### config.mk
export PLATFORM = sky130hd
export DESIGN_NAME = fx2_cmd_bridge_flat
export DESIGN_NICKNAME = d
export VERILOG_FILES = /design/src/rtl/fx2_cmd_bridge_if.sv /design/src/rtl/fx2_cmd_bridge.sv /design/src/flat_wrapper.sv
export SDC_FILE = /design/constraint.sdc
export NUM_CORES = 1
export LEC_CHECK = 0
export CORE_UTILIZATION = 40
export CTS_BUF_LIST = sky130_fd_sc_hd__clkbuf_16
export CTS_CLUSTER_SIZE = 20
export DETAILED_ROUTE_END_ITERATION = 10
export GPL_ROUTABILITY_DRIVEN = 0
export PLACE_DENSITY = 0.61
export SLEW_MARGIN = 20
export SYNTH_ARGS = -nofsm -noshare
export SYNTH_HDL_FRONTEND = slang
export SYNTH_SLANG_ARGS = --single-unit
### constraint.sdc
create_clock -name clk -period 3.9 [get_ports clk]
set_clock_uncertainty 0.15 [all_clocks]
set_input_delay 0.78 -clock clk [delete_from_list [all_inputs] [get_ports clk]]
set_output_delay 0.78 -clock clk [all_outputs]
set_load 0.02 [all_outputs]
### src/rtl/fx2_cmd_bridge_if.sv
// Bundles the byte-stream signals of fx2_cmd_bridge.
//   host_in_*   : command bytes from the USB OUT endpoint (valid/ready)
//   host_out_*  : reply bytes to the USB IN endpoint (valid/ready, pktend marks last reply byte)
//   cmd_*       : metered command bytes to the register FSM (cmd_wr strobe)
//   reply_*     : reply bytes from the register FSM (rdy/ack handshake, end flag)
//   frame_count : completed command/reply frames
// Modport slave is the bridge's view; modport master is the surrounding logic's view.
interface fx2_cmd_bridge_if;
    logic [7:0]  host_in_data;
    logic        host_in_valid;
    logic        host_in_ready;
    logic [7:0]  host_out_data;
    logic        host_out_valid;
    logic        host_out_ready;
    logic        host_out_pktend;
    logic [7:0]  cmd_in;
    logic        cmd_wr;
    logic [7:0]  reply_out;
    logic        reply_rdy;
    logic        reply_ack;
    logic        reply_end;
    logic [15:0] frame_count;

    modport slave (
        input  host_in_data, host_in_valid, host_out_ready, reply_out, reply_rdy, reply_end,
        output host_in_ready, host_out_data, host_out_valid, host_out_pktend, cmd_in, cmd_wr,
               reply_ack, frame_count
    );

    modport master (
        output host_in_data, host_in_valid, host_out_ready, reply_out, reply_rdy, reply_end,
        input  host_in_ready, host_out_data, host_out_valid, host_out_pktend, cmd_in, cmd_wr,
               reply_ack, frame_count
    );
endinterface

### src/rtl/fx2_cmd_bridge.sv
// Byte-stream bridge between the FX2 USB endpoint logic and the register command FSM.
// Host command bytes are buffered and issued onto cmd_wr/cmd_in one per cycle, metered in
// whole 8-byte frames (AA, type, addr[2], data[4]); after a frame's last byte nothing more is
// issued until the register FSM's final reply byte has been accepted. Reply bytes are buffered
// for the host IN endpoint together with their end-of-reply flag.
// Ports:
//   clk   : system clock, all logic on posedge
//   reset : asynchronous, active-high
//   bus   : fx2_cmd_bridge_if.slave (host_in_*, host_out_*, cmd_*, reply_*, frame_count)
// Parameters:
//   CMD_DEPTH_LOG2   : command FIFO depth = 2**N bytes
//   REPLY_DEPTH_LOG2 : reply FIFO depth = 2**N entries of {end, data}
// Configuration macro FX2_BRIDGE_PKTEND_EN: when defined, host_out_pktend flags the last byte
// of each reply at the FIFO head; otherwise it is tied low (end flags are still stored).
module fx2_cmd_bridge #(
    parameter int unsigned CMD_DEPTH_LOG2   = 4,
    parameter int unsigned REPLY_DEPTH_LOG2 = 4
) (
    input logic             clk,
    input logic             reset,
    fx2_cmd_bridge_if.slave bus
);

    localparam int unsigned CmdDepth = 2 ** CMD_DEPTH_LOG2;
    localparam int unsigned RepDepth = 2 ** REPLY_DEPTH_LOG2;
    localparam logic [CMD_DEPTH_LOG2:0]   CmdPtrInc = {{CMD_DEPTH_LOG2{1'b0}}, 1'b1};
    localparam logic [REPLY_DEPTH_LOG2:0] RepPtrInc = {{REPLY_DEPTH_LOG2{1'b0}}, 1'b1};
    localparam logic [7:0] SyncByte = 8'hAA;

    typedef enum logic [1:0] {
        StHunt,
        StBody,
        StWait
    } state_e;

    // ---------------------------------------------------------------------------------------
    // Command FIFO
    // ---------------------------------------------------------------------------------------
    logic [7:0]              cmd_mem [CmdDepth];
    logic [CMD_DEPTH_LOG2:0] cmd_wptr_q, cmd_rptr_q;
    logic                    cmd_full, cmd_empty;
    logic                    cmd_push, cmd_pop;
    logic [7:0]              cmd_head;

    assign cmd_empty = (cmd_wptr_q == cmd_rptr_q);
    assign cmd_full  = (cmd_wptr_q[CMD_DEPTH_LOG2] != cmd_rptr_q[CMD_DEPTH_LOG2]) &&
                       (cmd_wptr_q[CMD_DEPTH_LOG2-1:0] == cmd_rptr_q[CMD_DEPTH_LOG2-1:0]);
    assign cmd_push  = bus.host_in_valid && !cmd_full;
    assign cmd_head  = cmd_mem[cmd_rptr_q[CMD_DEPTH_LOG2-1:0]];

    assign bus.host_in_ready = !cmd_full;

    always_ff @(posedge clk) begin
        if (cmd_push) begin
            cmd_mem[cmd_wptr_q[CMD_DEPTH_LOG2-1:0]] <= bus.host_in_data;
        end
    end

    always_ff @(posedge clk or posedge reset) begin
        if (reset) begin
            cmd_wptr_q <= '0;
            cmd_rptr_q <= '0;
        end else begin
            if (cmd_push) begin
                cmd_wptr_q <= cmd_wptr_q + CmdPtrInc;
            end
            if (cmd_pop) begin
                cmd_rptr_q <= cmd_rptr_q + CmdPtrInc;
            end
        end
    end

    // ---------------------------------------------------------------------------------------
    // Reply FIFO: entries are {end_flag, data}
    // ---------------------------------------------------------------------------------------
    logic [8:0]                rep_mem [RepDepth];
    logic [REPLY_DEPTH_LOG2:0] rep_wptr_q, rep_rptr_q;
    logic                      rep_full, rep_empty;
    logic                      rep_push, rep_pop;
    logic [8:0]                rep_head;

    assign rep_empty = (rep_wptr_q == rep_rptr_q);
    assign rep_full  = (rep_wptr_q[REPLY_DEPTH_LOG2] != rep_rptr_q[REPLY_DEPTH_LOG2]) &&
                       (rep_wptr_q[REPLY_DEPTH_LOG2-1:0] == rep_rptr_q[REPLY_DEPTH_LOG2-1:0]);
    // Ack looks only at the registered full flag, so a pop on a full FIFO does not let the
    // push through in the same cycle.
    assign rep_push  = bus.reply_rdy && !rep_full;
    assign rep_pop   = !rep_empty && bus.host_out_ready;
    assign rep_head  = rep_mem[rep_rptr_q[REPLY_DEPTH_LOG2-1:0]];

    assign bus.reply_ack      = rep_push;
    assign bus.host_out_valid = !rep_empty;
    assign bus.host_out_data  = rep_head[7:0];
`ifdef FX2_BRIDGE_PKTEND_EN
    assign bus.host_out_pktend = rep_head[8] && !rep_empty;
`else
    assign bus.host_out_pktend = 1'b0;
`endif

    always_ff @(posedge clk) begin
        if (rep_push) begin
            rep_mem[rep_wptr_q[REPLY_DEPTH_LOG2-1:0]] <= {bus.reply_end, bus.reply_out};
        end
    end

    always_ff @(posedge clk or posedge reset) begin
        if (reset) begin
            rep_wptr_q <= '0;
            rep_rptr_q <= '0;
        end else begin
            if (rep_push) begin
                rep_wptr_q <= rep_wptr_q + RepPtrInc;
            end
            if (rep_pop) begin
                rep_rptr_q <= rep_rptr_q + RepPtrInc;
            end
        end
    end

    // ---------------------------------------------------------------------------------------
    // Frame metering FSM
    // ---------------------------------------------------------------------------------------
    state_e      state_q, state_d;
    logic [2:0]  cnt_q, cnt_d;
    logic [15:0] frame_count_q, frame_count_d;
    logic        cmd_wr_q;
    logic [7:0]  cmd_in_q;
    logic        reply_done;

    assign reply_done = rep_push && bus.reply_end;

    always_comb begin
        state_d       = state_q;
        cnt_d         = cnt_q;
        frame_count_d = frame_count_q;
        cmd_pop       = 1'b0;

        unique case (state_q)
            StHunt: begin
                if (!cmd_empty) begin
                    cmd_pop = 1'b1;
                    if (cmd_head == SyncByte) begin
                        state_d = StBody;
                        cnt_d   = 3'd0;
                    end
                end
            end
            StBody: begin
                if (!cmd_empty) begin
                    cmd_pop = 1'b1;
                    if (cnt_q == 3'd6) begin
                        state_d = StWait;
                    end else begin
                        cnt_d = cnt_q + 3'd1;
                    end
                end
            end
            StWait: begin
                if (reply_done) begin
                    frame_count_d = frame_count_q + 16'd1;
                    state_d       = StHunt;
                    // The returning cycle already behaves as HUNT, so the next byte may go.
                    if (!cmd_empty) begin
                        cmd_pop = 1'b1;
                        if (cmd_head == SyncByte) begin
                            state_d = StBody;
                            cnt_d   = 3'd0;
                        end
                    end
                end
            end
            default: begin
                state_d = StHunt;
            end
        endcase
    end

    always_ff @(posedge clk or posedge reset) begin
        if (reset) begin
            state_q       <= StHunt;
            cnt_q         <= 3'd0;
            frame_count_q <= 16'd0;
            cmd_wr_q      <= 1'b0;
            cmd_in_q      <= 8'd0;
        end else begin
            state_q       <= state_d;
            cnt_q         <= cnt_d;
            frame_count_q <= frame_count_d;
            cmd_wr_q      <= cmd_pop;
            if (cmd_pop) begin
                cmd_in_q <= cmd_head;
            end
        end
    end

    assign bus.cmd_wr      = cmd_wr_q;
    assign bus.cmd_in      = cmd_in_q;
    assign bus.frame_count = frame_count_q;

endmodule

### src/flat_wrapper.sv
// flat-port wrapper written by rule: the top's interface ports become plain ports
module fx2_cmd_bridge_flat 
#(
    parameter int unsigned CMD_DEPTH_LOG2   = 4,
    parameter int unsigned REPLY_DEPTH_LOG2 = 4
)
  (clk, reset, bus_host_in_data, bus_host_in_valid, bus_host_out_ready, bus_reply_out, bus_reply_rdy, bus_reply_end, bus_host_in_ready, bus_host_out_data, bus_host_out_valid, bus_host_out_pktend, bus_cmd_in, bus_cmd_wr, bus_reply_ack, bus_frame_count);
  fx2_cmd_bridge_if bus_i ();
  input logic clk;
  input logic reset;
  input wire logic [$bits(bus_i.host_in_data)-1:0] bus_host_in_data;
  input wire logic [$bits(bus_i.host_in_valid)-1:0] bus_host_in_valid;
  input wire logic [$bits(bus_i.host_out_ready)-1:0] bus_host_out_ready;
  input wire logic [$bits(bus_i.reply_out)-1:0] bus_reply_out;
  input wire logic [$bits(bus_i.reply_rdy)-1:0] bus_reply_rdy;
  input wire logic [$bits(bus_i.reply_end)-1:0] bus_reply_end;
  output wire logic [$bits(bus_i.host_in_ready)-1:0] bus_host_in_ready;
  output wire logic [$bits(bus_i.host_out_data)-1:0] bus_host_out_data;
  output wire logic [$bits(bus_i.host_out_valid)-1:0] bus_host_out_valid;
  output wire logic [$bits(bus_i.host_out_pktend)-1:0] bus_host_out_pktend;
  output wire logic [$bits(bus_i.cmd_in)-1:0] bus_cmd_in;
  output wire logic [$bits(bus_i.cmd_wr)-1:0] bus_cmd_wr;
  output wire logic [$bits(bus_i.reply_ack)-1:0] bus_reply_ack;
  output wire logic [$bits(bus_i.frame_count)-1:0] bus_frame_count;
  assign bus_i.host_in_data = bus_host_in_data;
  assign bus_i.host_in_valid = bus_host_in_valid;
  assign bus_i.host_out_ready = bus_host_out_ready;
  assign bus_i.reply_out = bus_reply_out;
  assign bus_i.reply_rdy = bus_reply_rdy;
  assign bus_i.reply_end = bus_reply_end;
  assign bus_host_in_ready = bus_i.host_in_ready;
  assign bus_host_out_data = bus_i.host_out_data;
  assign bus_host_out_valid = bus_i.host_out_valid;
  assign bus_host_out_pktend = bus_i.host_out_pktend;
  assign bus_cmd_in = bus_i.cmd_in;
  assign bus_cmd_wr = bus_i.cmd_wr;
  assign bus_reply_ack = bus_i.reply_ack;
  assign bus_frame_count = bus_i.frame_count;
  fx2_cmd_bridge #(.CMD_DEPTH_LOG2(CMD_DEPTH_LOG2), .REPLY_DEPTH_LOG2(REPLY_DEPTH_LOG2)) u_core (.clk(clk), .reset(reset), .bus(bus_i));
endmodule
# Word level (Yosys, flattened, before mapping)

Memory sizes are Yosys's and may differ from the RTL's.
Cells that the tools add are included.

Flip-flop bits (word level): 50
Bits in writable memories: 272
Input bits: 22
Output and inout port bits: 37
Memories kept: 2

Add/sub/neg operators: 6
Equal/unequal tests: 16
Mux-type cells: 21
Reduce and logical (&&, ||, !) cells: 15

Memory list:

| memory         | words | width | read ports | clocked after Yosys merged registers in | write ports | line                 | RTL |
|---|---|---|---|---|---|---|---|
| u_core.rep_mem | 16    | 9     | 1          | 0                                       | 1           | fx2_cmd_bridge.sv:76 | `logic [8:0] rep_mem [RepDepth];` |
| u_core.cmd_mem | 16    | 8     | 1          | 0                                       | 1           | fx2_cmd_bridge.sv:39 | `logic [7:0] cmd_mem [CmdDepth];` |

Operators with widths:

| kind                    | count |
|---|---|
| $add A5 B1 Y5 const B   | 4 |
| $add A16 B1 Y16 const B | 1 |
| $mux W3                 | 5 |
| $mux W2                 | 6 |
| $eq A5 B5 Y1            | 2 |
| $pmux W3 S3             | 1 |
| $eq A4 B4 Y1            | 2 |
| $eq A8 B8 Y1 const B    | 1 |
| $mux W1                 | 7 |
| $logic_and A1 B1 Y1     | 6 |
| $ne A2 B1 Y1 const B    | 3 |
| $ne A2 B2 Y1 const B    | 3 |
| $pmux W2 S3             | 1 |
| $reduce_and A5 Y1       | 1 |
| $reduce_and A4 Y1       | 1 |
| $add A3 B1 Y3 const B   | 1 |
| $eq A3 B3 Y1 const B    | 1 |
| $logic_not A1 Y1        | 3 |
| $reduce_bool A3 Y1      | 1 |
| $eq A2 B1 Y1 const B    | 1 |
| $eq A2 B2 Y1 const B    | 1 |
| $logic_not A2 Y1        | 1 |
| $ne A1 B1 Y1            | 2 |
| $pmux W1 S2             | 1 |
| 2 further kinds         | 2 |

# Logic depth before layout (Yosys ltp)

Word-level depth: 7
Mapped depth: 10
Mapped depth without buffers: 7

# Worst setup path before layout

No wires, ideal clock.

Path type: register to output
Start point: register u_core.rep_rptr_q[0]
End point: output bus_host_out_data[0]
Arrival time: 2.333 ns
Setup slack: 0.637 ns
Cell stages (with the launch flop): 5
Buffers on the path: 2
Path through: dfrtp_1 clkbuf_1 buf_1 mux4_2 mux4_2

Word-level cells in the longest chain between the ends: 1

Ends and longest elaborated chain:

| element                | line                  | RTL |
|---|---|---|
| from (decl)            | fx2_cmd_bridge.sv:77  | `logic [REPLY_DEPTH_LOG2:0] rep_wptr_q, rep_rptr_q;` |
| from (signal assigned) | fx2_cmd_bridge.sv:115 | `rep_rptr_q <= rep_rptr_q + RepPtrInc;` |
| $mem_v2 Z16 W9         | n/a                   |  |
| to (decl)              | flat_wrapper.sv:18    | `output wire logic [$bits(bus_i.host_out_data)-1:0] bus_host_out_data;` |

No other way between the ends.

# Worst setup path after layout

Start point: register u_core.rep_rptr_q[0]
End point: output bus_host_out_data[3]

The elaborated chain is that of the path after synthesis.

==> results.toml <==
[synth]
ys.flop_type = "edfxtp_1"
synth_cells = 655
synth_edf_count = 256
syn-num-nets = 690
synth-seq-area-share_pct = 72.6
synth_area_um2 = 12300
ys_types = 42
synth-seq-cells = 306
synth_area_per_cell_um2 = 18.8
ys_warn_count = 0
ys_async_sr_fraction_pct = 16.3

[clock_network]
postCtsSetupRepairBufs = 0
root_buffer = "clkbuf_16"
cts.path.max_buffers = 3
cts_hold_buf = 0
insertion_delay_ps = 500
clock_sinks = 306
htree_num_levels = 2
cts_tree = "built"
cts_resized = 0
numCtsBuffers = 34
clkTransAtPathRegs_ps = 60

[sta]
slew_violations = 0
worst_pin_slew_ps = 806
slew_headroom_pct = 46.1
period_needed_ps = 3730
setup_viol = 0
rsz0062_at_grt = "no"
fmax_ghz = 0.268
hold_violations = 0
setup_tns_ps = 0
finalCritPeriodShare_pct = 95.6
holdWs_ps = 323

[placement]
place_area_um2 = 13500
dp.final_hpwl_um = 16500
dp.cells = 1110
port_buffers = 57

[final_layout]
diodes = 0
final_util_pct = 48.6
finalNonFillerCells = 1168
layout-drive-gt1-share_pct = 21.2
nNetsFinal = 791
area_growth_syn_to_layout_pct = 18.4
final_area_um2 = 14600

[drt]
firstDrtPassIters = 5
wl_um = 25000
wl_per_cell_um = 21.4
dr.first_iter.drc_count = 341
via_per_inst = 5.27
dr_total_vias = 6159
drc_errors = 0
ant_nets = 0

[power]
powerDensity_nw_per_um2 = 738
peakVddDrop_v = 0.000427
power_leakage_nw = 5.05

[setup_path]
rrSetupSlack_ps = 780
arrival_ps = 2800
cp_max_fo = 36
timing.rr.start = "u_core.cmd_rptr_q[1]"
path_class = "reg2out"
r2r-end = "u_core.cnt_q[0]"
startpoint_type = "register"
critPathCapture = "bus_host_out_data[3]"
endpoint_kind = "primary output"
crit_start = "u_core.rep_rptr_q[0]"
rr_worst_depth = 7
worst_ep_required_time_ps = 2970

[global_route]
grt_max_degree = 37
grt_use_met3_pct = 3.23
antenna_found_initial = 0
grt_pass1_vias = 6525
grt_usage_pct = 16.4
gr-usage-met2_pct = 28.7
overflow = 0
grt_pass1_wl_um = 38200
grt_most_used_layer = "met2"
grt_util_met1_pct = 20.7

[worst_hold_path]
hold_class = "reg2reg"
whs_path_depth = 1

[outcome]
status = "complete, no violations"

[floorplan]
start_util_pct = 41.1
die-height_um = 177
die_x_um = 177
coreArea_um2 = 30000
die_area_um2 = 31500
ios = 59
rows = 63

[job]
maxCapViolCount = 0
-- cell type report --
| cell class | count | area (um^2) |
|---|---|---|
| clock buffer | 35 | 876 |
| clock inverter | 23 | 174 |
| fill | 2465 | 15400 |
| inverter | 13 | 48.8 |
| multi-input combinational | 306 | 3170 |
| sequential | 306 | 8940 |
| tap | 390 | 488 |
| timing repair buffer | 95 | 868 |
-- cell families (layout without fill, tap and decap cells) --
| family | Yosys count | in the layout | share of synthesized area [%] |
|---|---|---|---|
| AOI/OAI and AO/OA | 35 | 35 | 1.95 |
| xor gates and xnor gates | 43 | 43 | 3.06 |
| adders and majority gates | 13 | 13 | 1.32 |
| buffers and inverters | 43 | 166 | 1.59 |
| DFF | 306 | 306 | 72.6 |
| muxes | 90 | 90 | 14.3 |
| other | 1 | 1 | 0.0305 |
| and+or+nand+nor | 124 | 124 | 5.08 |
-- synth_stat cells, types with 8 or more instances --
| master | number | area share, % |
|---|---|---|
| inv_1 | 13 | 0.40 |
| edfxtp_1 | 256 | 62 |
| clkbuf_1 | 13 | 0.40 |
| nand2_1 | 29 | 0.88 |
| xor2_1 | 9 | 0.64 |
| mux4_2 | 68 | 12 |
| dfrtp_1 | 50 | 10 |
| nor2_1 | 35 | 1.1 |
| mux2i_1 | 11 | 0.89 |
| xnor2_1 | 34 | 2.4 |
| ha_1 | 13 | 1.3 |
| nor3_1 | 8 | 0.33 |
| a22oi_1 | 11 | 0.67 |
| nand4_1 | 15 | 0.76 |
| mux2_2 | 11 | 1.0 |
-- state kept, by name (all words and copies together), names as in the netlist --
signal / flops
u_core.bus.frame_count: 16
u_core.state_q: 2
u_core.cmd_rptr_q: 5
u_core.cmd_wptr_q: 5
u_core.bus.cmd_wr: 1
u_core.rep_rptr_q: 5
u_core.rep_mem: 128
u_core.rep_wptr_q: 5
u_core.cnt_q: 3
u_core.bus.cmd_in: 8
u_core.cmd_mem: 128
-- how the worst min path moves through the flow --
stage / from / to / slack [ps]
floorplan: u_core.cmd_rptr_q[4] / u_core.cmd_rptr_q[4] / 310
global placement: u_core.bus.frame_count[15] / u_core.bus.frame_count[15] / 310
detailed placement: u_core.bus.frame_count[15] / u_core.bus.frame_count[15] / 320
CTS: u_core.bus.frame_count[15] / u_core.bus.frame_count[15] / 330
global route: u_core.bus.frame_count[15] / u_core.bus.frame_count[15] / 360
finish: u_core.bus.frame_count[15] / u_core.bus.frame_count[15] / 320
-- report_power, final --
group,leakage (nW),internal [W],switching (W)
sequential,2.93,0.00402,0.000382
combinational,1.55,0.00165,0.00169
clock,0.556,0.00181,0.00119
-- critical path, cell delays in order, from the launching register on --
cell             delay, ps
dfrtp_2                370
buf_12                 280
mux4_2                 560
mux4_2                 510
clkdlybuf4s50_1        560
-- placed cells by master (no fill, tap or decap), types with 2 or more instances in the layout --
| master | instances |
|---|---|
| edfxtp_1 | 256 |
| mux4_2 | 68 |
| clkdlybuf4s50_1 | 57 |
| dfrtp_1 | 48 |
| buf_4 | 37 |
| nor2_1 | 35 |
| clkbuf_16 | 35 |
| xnor2_1 | 34 |
| nand2_1 | 29 |
| inv_1 | 23 |
| nand4_1 | 15 |
| ha_1 | 13 |
| mux2_2 | 11 |
| mux2i_1 | 11 |
| a22oi_1 | 11 |
| xor2_1 | 9 |
| nor3_1 | 8 |
| o21ai_0 | 7 |
| a21oi_1 | 7 |
| nand3_1 | 7 |
| nor2b_1 | 7 |
| nand2b_1 | 6 |
| clkinv_1 | 5 |
| and2_1 | 4 |
| and3_1 | 4 |
| and4_1 | 3 |
| clkinv_2 | 3 |
| bufinv_16 | 3 |
| o2111a_1 | 2 |
| a31oi_1 | 2 |
| dfrtp_2 | 2 |
-- metrics by stage --
step | setup WS [ps] | total power [W]
floorplan | 637 | 0.00675
global placement | 719 | 0.00774
detailed placement | 685 | 0.00786
CTS | 133 | 0.0109
global route | 90.5 | 0.0113
finish | 172 | 0.0108
-- metal layers --
layer,part of all wire [%],up-vias
li1,-,2782
met1,43,3203
met2,51,139
met3,4.1,35
met4,1.8,0
met5,0,-
No activity file was read; power rests on OpenSTA's default activity.
